## config.mk

```make
export PLATFORM = sky130hd
export DESIGN_NAME = decode_hazard_stage
export DESIGN_NICKNAME = d
export VERILOG_FILES = /design/src/rtl/decode_hazard_stage.sv
export SDC_FILE = /design/constraint.sdc
export NUM_CORES = 1
export LEC_CHECK = 0
export ABC_AREA = 1
export BUFFER_PORTS_ARGS = -buffer_cell sky130_fd_sc_hd__buf_2
export CORE_MARGIN = 1.5
export CORE_UTILIZATION = 62
export CTS_BUF_LIST = sky130_fd_sc_hd__clkbuf_2
export DETAILED_ROUTE_END_ITERATION = 7
export GPL_ROUTABILITY_DRIVEN = 1
export PLACE_DENSITY = 0.82
export REMOVE_ABC_BUFFERS = 1
export SLEW_MARGIN = 20
export SYNTH_ARGS = -nofsm -noshare
export SYNTH_HDL_FRONTEND = slang
export SYNTH_SLANG_ARGS = --single-unit
```

## constraint.sdc

```tcl
create_clock -name clk_i -period 4.1 [get_ports clk_i]
set_clock_uncertainty 0.2 [all_clocks]
set_input_delay 0.82 -clock clk_i [delete_from_list [all_inputs] [get_ports clk_i]]
set_output_delay 0.82 -clock clk_i [all_outputs]
set_load 0.05 [all_outputs]
```

## src/rtl/decode_hazard_stage.sv

```systemverilog
// Decode stage: register file with write-back bypass, {Z,V,N} flag register, in-decode B/BR
// resolution, load-use / branch hazard bubbles, sticky halt and the registered ID/EX bundle.
module decode_hazard_stage #(
  parameter int DATA_W   = 16,
  parameter int REG_AW   = 4,
  parameter int FLAG_FWD = 1,
  parameter int CNT_W    = 16
) (
  input  logic              clk_i,
  input  logic              rst_i,
  input  logic              if_valid_i,
  input  logic [15:0]       if_instr_i,
  input  logic [DATA_W-1:0] if_pc_plus2_i,
  input  logic              wb_we_i,
  input  logic [REG_AW-1:0] wb_reg_i,
  input  logic [DATA_W-1:0] wb_data_i,
  input  logic              exm_we_i,
  input  logic [REG_AW-1:0] exm_reg_i,
  input  logic [2:0]        ex_flag_we_i,
  input  logic [2:0]        ex_flags_i,
  output logic              stall_o,
  output logic              flush_o,
  output logic [DATA_W-1:0] branch_target_o,
  output logic              halt_pc_o,
  output logic [CNT_W-1:0]  stall_cnt_o,
  output logic              de_valid_o,
  output logic [DATA_W-1:0] de_rs_data_o,
  output logic [DATA_W-1:0] de_rt_data_o,
  output logic [DATA_W-1:0] de_imm_o,
  output logic [REG_AW-1:0] de_rs_o,
  output logic [REG_AW-1:0] de_rt_o,
  output logic [REG_AW-1:0] de_rd_o,
  output logic [3:0]        de_aluop_o,
  output logic              de_alusrc_o,
  output logic              de_memtoreg_o,
  output logic              de_regwrite_o,
  output logic              de_memwrite_o,
  output logic              de_memread_o,
  output logic              de_flag_en_o,
  output logic              de_halt_o
);
  localparam int NREG = 1 << REG_AW;
  localparam logic [3:0] OP_LW  = 4'h8;
  localparam logic [3:0] OP_SW  = 4'h9;
  localparam logic [3:0] OP_LLB = 4'hA;
  localparam logic [3:0] OP_LHB = 4'hB;
  localparam logic [3:0] OP_B   = 4'hC;
  localparam logic [3:0] OP_BR  = 4'hD;
  localparam logic [3:0] OP_PCS = 4'hE;
  localparam logic [3:0] OP_HLT = 4'hF;

  logic [DATA_W-1:0] rf_q [NREG];
  logic [2:0]        flag_q;
  logic              halt_q, halt_d;
  logic [CNT_W-1:0]  stall_cnt_q, stall_cnt_d;

  logic              de_valid_q, de_valid_d;
  logic [DATA_W-1:0] de_rs_data_q, de_rs_data_d;
  logic [DATA_W-1:0] de_rt_data_q, de_rt_data_d;
  logic [DATA_W-1:0] de_imm_q, de_imm_d;
  logic [REG_AW-1:0] de_rs_q, de_rs_d;
  logic [REG_AW-1:0] de_rt_q, de_rt_d;
  logic [REG_AW-1:0] de_rd_q, de_rd_d;
  logic [3:0]        de_aluop_q, de_aluop_d;
  logic              de_alusrc_q, de_alusrc_d;
  logic              de_memtoreg_q, de_memtoreg_d;
  logic              de_regwrite_q, de_regwrite_d;
  logic              de_memwrite_q, de_memwrite_d;
  logic              de_memread_q, de_memread_d;
  logic              de_flag_en_q, de_flag_en_d;
  logic              de_halt_q, de_halt_d;

  logic [3:0]        op;
  logic              is_alu, is_shift, is_ldst, is_llhb, is_b, is_br, is_pcs, is_hlt;
  logic [REG_AW-1:0] rs_a, rt_a, rd_a;
  logic              rs_used, rt_used;
  logic [DATA_W-1:0] rs_val, rt_val, imm, b_off, target;
  logic [2:0]        flag_eff;
  logic              fz, fv, fn, cond_true, taken;
  logic              active, haz_load_use, haz_br_dep, haz_flag, stall, flush;

  assign op       = if_instr_i[15:12];
  assign is_alu   = ~op[3];
  assign is_shift = (op == 4'h4) || (op == 4'h5) || (op == 4'h6);
  assign is_ldst  = (op == OP_LW) || (op == OP_SW);
  assign is_llhb  = (op == OP_LLB) || (op == OP_LHB);
  assign is_b     = (op == OP_B);
  assign is_br    = (op == OP_BR);
  assign is_pcs   = (op == OP_PCS);
  assign is_hlt   = (op == OP_HLT);

  assign rs_a = is_llhb ? REG_AW'(if_instr_i[11:8]) : REG_AW'(if_instr_i[7:4]);
  assign rt_a = is_ldst ? REG_AW'(if_instr_i[11:8]) : REG_AW'(if_instr_i[3:0]);
  assign rd_a = REG_AW'(if_instr_i[11:8]);

  assign rs_used = (op <= OP_LHB) || is_br;
  assign rt_used = (op <= 4'h3) || (op == 4'h7) || (op == OP_SW);

  // Same-cycle write-back is visible to the read; r0 is hard-wired to zero.
  always_comb begin
    rs_val = '0;
    if (rs_a != '0) rs_val = (wb_we_i && (wb_reg_i == rs_a)) ? wb_data_i : rf_q[rs_a];
  end

  always_comb begin
    rt_val = '0;
    if (rt_a != '0) rt_val = (wb_we_i && (wb_reg_i == rt_a)) ? wb_data_i : rf_q[rt_a];
  end

  always_comb begin
    imm = '0;
    if (is_shift)     imm = DATA_W'(if_instr_i[3:0]);
    else if (is_ldst) imm = DATA_W'($signed(if_instr_i[3:0])) << 1;
    else if (is_llhb) imm = DATA_W'(if_instr_i[7:0]);
  end

  assign flag_eff = (FLAG_FWD != 0) ? ((flag_q & ~ex_flag_we_i) | (ex_flags_i & ex_flag_we_i))
                                    : flag_q;
  assign fz = flag_eff[2];
  assign fv = flag_eff[1];
  assign fn = flag_eff[0];

  always_comb begin
    cond_true = 1'b0;
    case (if_instr_i[11:9])
      3'b000:  cond_true = ~fz;
      3'b001:  cond_true = fz;
      3'b010:  cond_true = ~fz & ~fn;
      3'b011:  cond_true = fn;
      3'b100:  cond_true = fz | (~fz & ~fn);
      3'b101:  cond_true = fn | fz;
      3'b110:  cond_true = fv;
      default: cond_true = 1'b1;
    endcase
  end

  assign b_off  = DATA_W'($signed(if_instr_i[8:0])) << 1;
  assign target = is_br ? rs_val : (if_pc_plus2_i + b_off);
  assign taken  = (is_b || is_br) && cond_true;

  assign active = if_valid_i && !halt_q;

  assign haz_load_use = de_valid_q && de_memread_q && (de_rd_q != '0) &&
                        ((rs_used && (de_rd_q == rs_a)) || (rt_used && (de_rd_q == rt_a)));
  // BR holds until its source leaves EX/MEM, after which the write-back bypass supplies it.
  assign haz_br_dep   = is_br && (rs_a != '0) &&
                        ((de_valid_q && de_regwrite_q && (de_rd_q == rs_a)) ||
                         (exm_we_i && (exm_reg_i == rs_a)));
  assign haz_flag     = (FLAG_FWD == 0) && (is_b || is_br) && de_valid_q && de_flag_en_q;

  assign stall = active && (haz_load_use || haz_br_dep || haz_flag);
  assign flush = active && taken && !stall;

  always_comb begin
    de_valid_d    = 1'b0;
    de_rs_data_d  = '0;
    de_rt_data_d  = '0;
    de_imm_d      = '0;
    de_rs_d       = '0;
    de_rt_d       = '0;
    de_rd_d       = '0;
    de_aluop_d    = '0;
    de_alusrc_d   = 1'b0;
    de_memtoreg_d = 1'b0;
    de_regwrite_d = 1'b0;
    de_memwrite_d = 1'b0;
    de_memread_d  = 1'b0;
    de_flag_en_d  = 1'b0;
    de_halt_d     = 1'b0;
    if (active && !stall) begin
      de_valid_d    = 1'b1;
      de_rs_data_d  = is_pcs ? if_pc_plus2_i : rs_val;
      de_rt_data_d  = rt_val;
      de_imm_d      = imm;
      de_rs_d       = rs_a;
      de_rt_d       = rt_a;
      de_rd_d       = rd_a;
      de_aluop_d    = op;
      de_alusrc_d   = is_shift || is_ldst || is_llhb;
      de_memtoreg_d = (op == OP_LW);
      de_regwrite_d = is_alu || (op == OP_LW) || is_llhb || is_pcs;
      de_memwrite_d = (op == OP_SW);
      de_memread_d  = (op == OP_LW);
      // RED (0011) and PADDSB (0111) leave the flags alone.
      de_flag_en_d  = is_alu && (op != 4'h3) && (op != 4'h7);
      de_halt_d     = is_hlt;
    end
  end

  assign halt_d      = halt_q || (active && !stall && is_hlt);
  assign stall_cnt_d = (stall && !(&stall_cnt_q)) ? stall_cnt_q + CNT_W'(1) : stall_cnt_q;

  always_ff @(posedge clk_i) begin
    if (rst_i) begin
      for (int i = 0; i < NREG; i++) rf_q[i] <= '0;
      flag_q        <= '0;
      halt_q        <= 1'b0;
      stall_cnt_q   <= '0;
      de_valid_q    <= 1'b0;
      de_rs_data_q  <= '0;
      de_rt_data_q  <= '0;
      de_imm_q      <= '0;
      de_rs_q       <= '0;
      de_rt_q       <= '0;
      de_rd_q       <= '0;
      de_aluop_q    <= '0;
      de_alusrc_q   <= 1'b0;
      de_memtoreg_q <= 1'b0;
      de_regwrite_q <= 1'b0;
      de_memwrite_q <= 1'b0;
      de_memread_q  <= 1'b0;
      de_flag_en_q  <= 1'b0;
      de_halt_q     <= 1'b0;
    end else begin
      if (wb_we_i && (wb_reg_i != '0)) rf_q[wb_reg_i] <= wb_data_i;
      flag_q        <= (flag_q & ~ex_flag_we_i) | (ex_flags_i & ex_flag_we_i);
      halt_q        <= halt_d;
      stall_cnt_q   <= stall_cnt_d;
      de_valid_q    <= de_valid_d;
      de_rs_data_q  <= de_rs_data_d;
      de_rt_data_q  <= de_rt_data_d;
      de_imm_q      <= de_imm_d;
      de_rs_q       <= de_rs_d;
      de_rt_q       <= de_rt_d;
      de_rd_q       <= de_rd_d;
      de_aluop_q    <= de_aluop_d;
      de_alusrc_q   <= de_alusrc_d;
      de_memtoreg_q <= de_memtoreg_d;
      de_regwrite_q <= de_regwrite_d;
      de_memwrite_q <= de_memwrite_d;
      de_memread_q  <= de_memread_d;
      de_flag_en_q  <= de_flag_en_d;
      de_halt_q     <= de_halt_d;
    end
  end

  assign stall_o         = stall;
  assign flush_o         = flush;
  assign branch_target_o = target;
  assign halt_pc_o       = halt_q;
  assign stall_cnt_o     = stall_cnt_q;
  assign de_valid_o      = de_valid_q;
  assign de_rs_data_o    = de_rs_data_q;
  assign de_rt_data_o    = de_rt_data_q;
  assign de_imm_o        = de_imm_q;
  assign de_rs_o         = de_rs_q;
  assign de_rt_o         = de_rt_q;
  assign de_rd_o         = de_rd_q;
  assign de_aluop_o      = de_aluop_q;
  assign de_alusrc_o     = de_alusrc_q;
  assign de_memtoreg_o   = de_memtoreg_q;
  assign de_regwrite_o   = de_regwrite_q;
  assign de_memwrite_o   = de_memwrite_q;
  assign de_memread_o    = de_memread_q;
  assign de_flag_en_o    = de_flag_en_q;
  assign de_halt_o       = de_halt_q;
endmodule

```

==> summary.json <==
{
  "run_status": {
    "run_status": "complete, but fails checks",
    "violations": "design-rule violations, negative setup slack"
  },
  "critical_path": {
    "worst-setup-path-type": "primary input to primary output",
    "critPathCaptureType": "primary output",
    "required_ns": 3.08,
    "reg2reg_setup_slack_ns": 1.15,
    "rr_startpoint": "stall_cnt_o[0]",
    "worst-r2r-cell-count": 9,
    "critPathLaunchType": "primary input",
    "r2r_end": "stall_cnt_o[10]",
    "worst-path-max-fanout": 42,
    "cp_data_arrival_time_ns": 3.11
  },
  "power": {
    "power_density_nw_per_um2": 368,
    "p_int_mw": 5.35,
    "switching_share": 0.355,
    "clockPowerShare": 0.286,
    "total_leakage_power_nw": 10.6,
    "total_power_mw": 8.30,
    "irDropWorstVdd_uv": 255,
    "power_switching_mw": 2.95,
    "pwr-share-seq": 0.477,
    "power_frac_comb": 0.237
  },
  "timing": {
    "period_share": 1.01,
    "timing.final.hold_violations": 0,
    "worstMarginPinSlew_ns": 0.923,
    "max_clock_freq_mhz": 242,
    "slew_violations": 0,
    "fin_crit_ns": 4.13,
    "setup_tns_final_ns": -0.0491,
    "final-setup-viol-count": 2,
    "max-slew-margin-rel": 0.384,
    "postLayoutSetupSlackWorst_ns": -0.0295
  },
  "clock_tree": {
    "cts_max_path_buffers": 3,
    "clkSlewWorstSetupHoldPaths_ns": 0.09,
    "tritoncts_clock_tree": "built",
    "htree_num_levels": 3,
    "tritoncts_sink_count": 340,
    "worst_skew_pair.late_latency_ns": 1.07,
    "cts.root.buffer_cell": "sky130_fd_sc_hd__clkbuf_2",
    "tritoncts.num_buffers": 86
  },
  "logic_synthesis": {
    "most_used_flip_flop_cell_after_synthesis": "sky130_fd_sc_hd__edfxtp_1",
    "synth-edff-count": 256,
    "ys_seq_area_frac": 0.482,
    "synth.cell_area_um2": 19500,
    "postSynthCellCount": 2534,
    "avgSynthCellArea_um2": 7.68,
    "synth_cell_type_count": 46,
    "synth_seq_cells": 340,
    "synthesis.yosys.warnings": 0,
    "async_reset_ff_frac": 0
  },
  "cells_and_area": {
    "areaGrowthSynthToFinish_pct": 15.8,
    "nFillCells": 2486,
    "layout.nets": 2897,
    "final_cell_count_no_fill": 3275,
    "fin_area_um2": 22500,
    "drive_gt1_frac": 0.177,
    "finish.utilization": 0.733
  },
  "worst_hold_path": {
    "min_from": "wb_data_i[3]",
    "worst_hold_path_type": "primary input to register",
    "min_path_cells": 5,
    "whs_endpoint": "de_rs_data_o[3]"
  },
  "global_route": {
    "grt_pass1_vias": 18700,
    "global_route_wire_length_before_repair_mm": 106,
    "global_route_overflow": 0,
    "maximum_number_of_pins_on_one_net_before_global_route_repair": 68,
    "antenna_found_initial": 1,
    "grt_usage": 0.429
  },
  "die": {
    "die_height_um": 180,
    "std_cell_rows": 64,
    "core_um2": 30700,
    "floorplan.die.width_um": 180,
    "die_area_um2": 32500,
    "io_pins": 174,
    "initial_utilization": 0.633
  },
  "detailed_routing": {
    "post-route-drc-count": 27,
    "drt-wirelength-per-cell_um": 21.7,
    "routed_wl_mm": 70.9,
    "initialDrtViolationCount": 2830,
    "detailedRoute.firstPassIterationCount": 8,
    "post_drt_via_cell_ratio": 6.07,
    "ant_nets": 0,
    "detailroute.via_count": 19900
  },
  "place": {
    "hpwl_mm": 48.4,
    "placement.io_buffers": 173,
    "finalWeightedCongestion": 0.998,
    "detailed_place.area_um2": 21300,
    "numPlacedInstances": 3080
  },
  "run": {
    "drv.max_cap_violation_count": 0
  }
}
-- per-stage QoR --
stage	worst slack (ns)	hold WS, ns
after floorplan	-2.46	0.256
after global placement	-0.169	0.284
after global routing	-0.0289	0.0317
after detailed placement	-0.222	0.295
after CTS	0.0115	0.00309
final	-0.0295	0.0285
-- cells by family (layout without fill, tap and decap cells) --
group	Yosys count	count (layout)	share of synthesized area
DFF	340	340	0.482
AOI/OAI and AO/OA	338	338	0.108
and+or+nand+nor	1363	1363	0.291
other	1	17	0.000193
buffers and inverters	451	780	0.0967
xor gates and xnor gates	24	24	0.0108
adders and majority gates	16	16	0.0107
muxes	1	1	0.000514
-- critical path, stage by stage --
cell and delay [ns]:
sky130_fd_sc_hd__buf_2 0.19, sky130_fd_sc_hd__buf_4 0.19, sky130_fd_sc_hd__nand4_1 0.19, sky130_fd_sc_hd__nand2_4 0.20
sky130_fd_sc_hd__buf_12 0.26, sky130_fd_sc_hd__o211ai_1 0.14, sky130_fd_sc_hd__nand3_1 0.16, sky130_fd_sc_hd__nand3_1 0.13
sky130_fd_sc_hd__nand2_1 0.26, sky130_fd_sc_hd__nand3_1 0.14, sky130_fd_sc_hd__o21ai_0 0.10, sky130_fd_sc_hd__buf_2 0.29
-- synthesized netlist by cell type, types with 4 or more instances --
cell type / n / area (µm²)
sky130_fd_sc_hd__nand4_1: 24 / 150
sky130_fd_sc_hd__xnor2_1: 10 / 87.6
sky130_fd_sc_hd__inv_2: 6 / 22.5
sky130_fd_sc_hd__a31oi_1: 18 / 113
sky130_fd_sc_hd__o211ai_1: 113 / 848
sky130_fd_sc_hd__buf_1: 4 / 15.0
sky130_fd_sc_hd__clkbuf_1: 82 / 308
sky130_fd_sc_hd__a21oi_1: 101 / 505
sky130_fd_sc_hd__ha_1: 15 / 188
sky130_fd_sc_hd__nand2_2: 4 / 25.0
sky130_fd_sc_hd__edfxtp_1: 256 / 7690
sky130_fd_sc_hd__buf_4: 17 / 128
sky130_fd_sc_hd__nor3_2: 10 / 100
sky130_fd_sc_hd__buf_2: 54 / 270
sky130_fd_sc_hd__xor2_1: 14 / 123
sky130_fd_sc_hd__buf_6: 7 / 78.8
sky130_fd_sc_hd__nand3_1: 237 / 1190
sky130_fd_sc_hd__nor3_1: 24 / 120
sky130_fd_sc_hd__a22oi_1: 4 / 30.0
sky130_fd_sc_hd__nand2_1: 627 / 2350
sky130_fd_sc_hd__dfxtp_1: 84 / 1680
sky130_fd_sc_hd__o21ai_0: 73 / 365
sky130_fd_sc_hd__nor2_1: 420 / 1580
sky130_fd_sc_hd__a21oi_2: 18 / 158
sky130_fd_sc_hd__inv_1: 277 / 1040
-- worst max-delay path by stage --
stage,startpoint,endpoint
after floorplan,if_instr_i[14],stall_o
after global placement,if_instr_i[13],branch_target_o[4]
after detailed placement,if_instr_i[15],branch_target_o[4]
after CTS,if_instr_i[14],stall_o
after global routing,if_instr_i[13],branch_target_o[12]
final,if_instr_i[13],branch_target_o[12]
-- placed cells by master (no fill, tap or decap), types with 4 or more instances in the layout --
cell                            instances
sky130_fd_sc_hd__xnor2_1               10
sky130_fd_sc_hd__buf_4                118
sky130_fd_sc_hd__nand2_1              616
sky130_fd_sc_hd__nand3_1              237
sky130_fd_sc_hd__a21oi_1              100
sky130_fd_sc_hd__o211ai_1             113
sky130_fd_sc_hd__clkbuf_2             131
sky130_fd_sc_hd__ha_1                  15
sky130_fd_sc_hd__conb_1                16
sky130_fd_sc_hd__a31oi_1               18
sky130_fd_sc_hd__a21oi_2               19
sky130_fd_sc_hd__nor3_1                24
sky130_fd_sc_hd__nor2_1               418
sky130_fd_sc_hd__xor2_1                14
sky130_fd_sc_hd__nor3_2                10
sky130_fd_sc_hd__clkinv_2               4
sky130_fd_sc_hd__dfxtp_1               84
sky130_fd_sc_hd__nand4_1               24
sky130_fd_sc_hd__inv_2                  6
sky130_fd_sc_hd__clkinv_1              16
sky130_fd_sc_hd__edfxtp_1             256
sky130_fd_sc_hd__dlygate4sd3_1         37
sky130_fd_sc_hd__inv_4                  4
sky130_fd_sc_hd__inv_1                277
sky130_fd_sc_hd__clkbuf_4               5
sky130_fd_sc_hd__a22oi_1                4
sky130_fd_sc_hd__nor2_2                 4
sky130_fd_sc_hd__nand2_2               13
sky130_fd_sc_hd__buf_2                160
sky130_fd_sc_hd__o21ai_0               71
sky130_fd_sc_hd__buf_12                16
-- sequential cells by signal (all words and copies together) (netlist names), 3 cells and up --
register	cells
de_rt_o	4
de_rs_data_o	16
de_aluop_o	4
rf_q	256
de_rd_o	4
de_rs_o	4
de_rt_data_o	16
flag_q	3
stall_cnt_o	16
de_imm_o	9
-- power groups by stage --
stage | clock network, mW | logic, mW | registers [mW]
3_3_place_gp | 0 | 1.81 | 4.03
3_5_place_dp | 0 | 1.84 | 4.03
4_1_cts | 2.37 | 1.88 | 3.95
5_1_grt | 2.54 | 2.07 | 3.98
6_report | 2.37 | 1.97 | 3.96
2_1_floorplan | 0 | 1.01 | 4.14
-- cell type report --
class / count / area [µm²] / share of cell area
Sequential cell: 340 / 9370 / 0.416
Multi-Input combinational cell: 1758 / 8340 / 0.370
Timing Repair Buffer: 341 / 2470 / 0.110
Inverter: 287 / 1090 / 0.0482
Clock buffer: 131 / 656 / 0.0291
Tap cell: 396 / 495 / 0.0220
Clock inverter: 21 / 110 / 0.00489
Antenna cell: 1 / 2.50 / 0.000111
-- repair_timing --
| item | CTS | global route |
|---|---|---|
| hold buffers | 39 | 1 |
| pin swaps | 2 | 7 |
| gates resized for setup | 8 | 33 |
| endpoints found under the setup margin | 4 | 18 |
| endpoints found under the hold margin | 39 | 1 |
| setup buffers | 0 | 3 |
-- layer usage --
layer,GRT usage,wire length (µm),vias to the layer above
li1,-,-,8905
met1,0.518,23900,8927
met2,0.681,31600,1659
met3,0.112,10200,389
met4,0.286,5180,0
met5,0,0,-
Note: power is estimated with default switching activity, not from simulation.
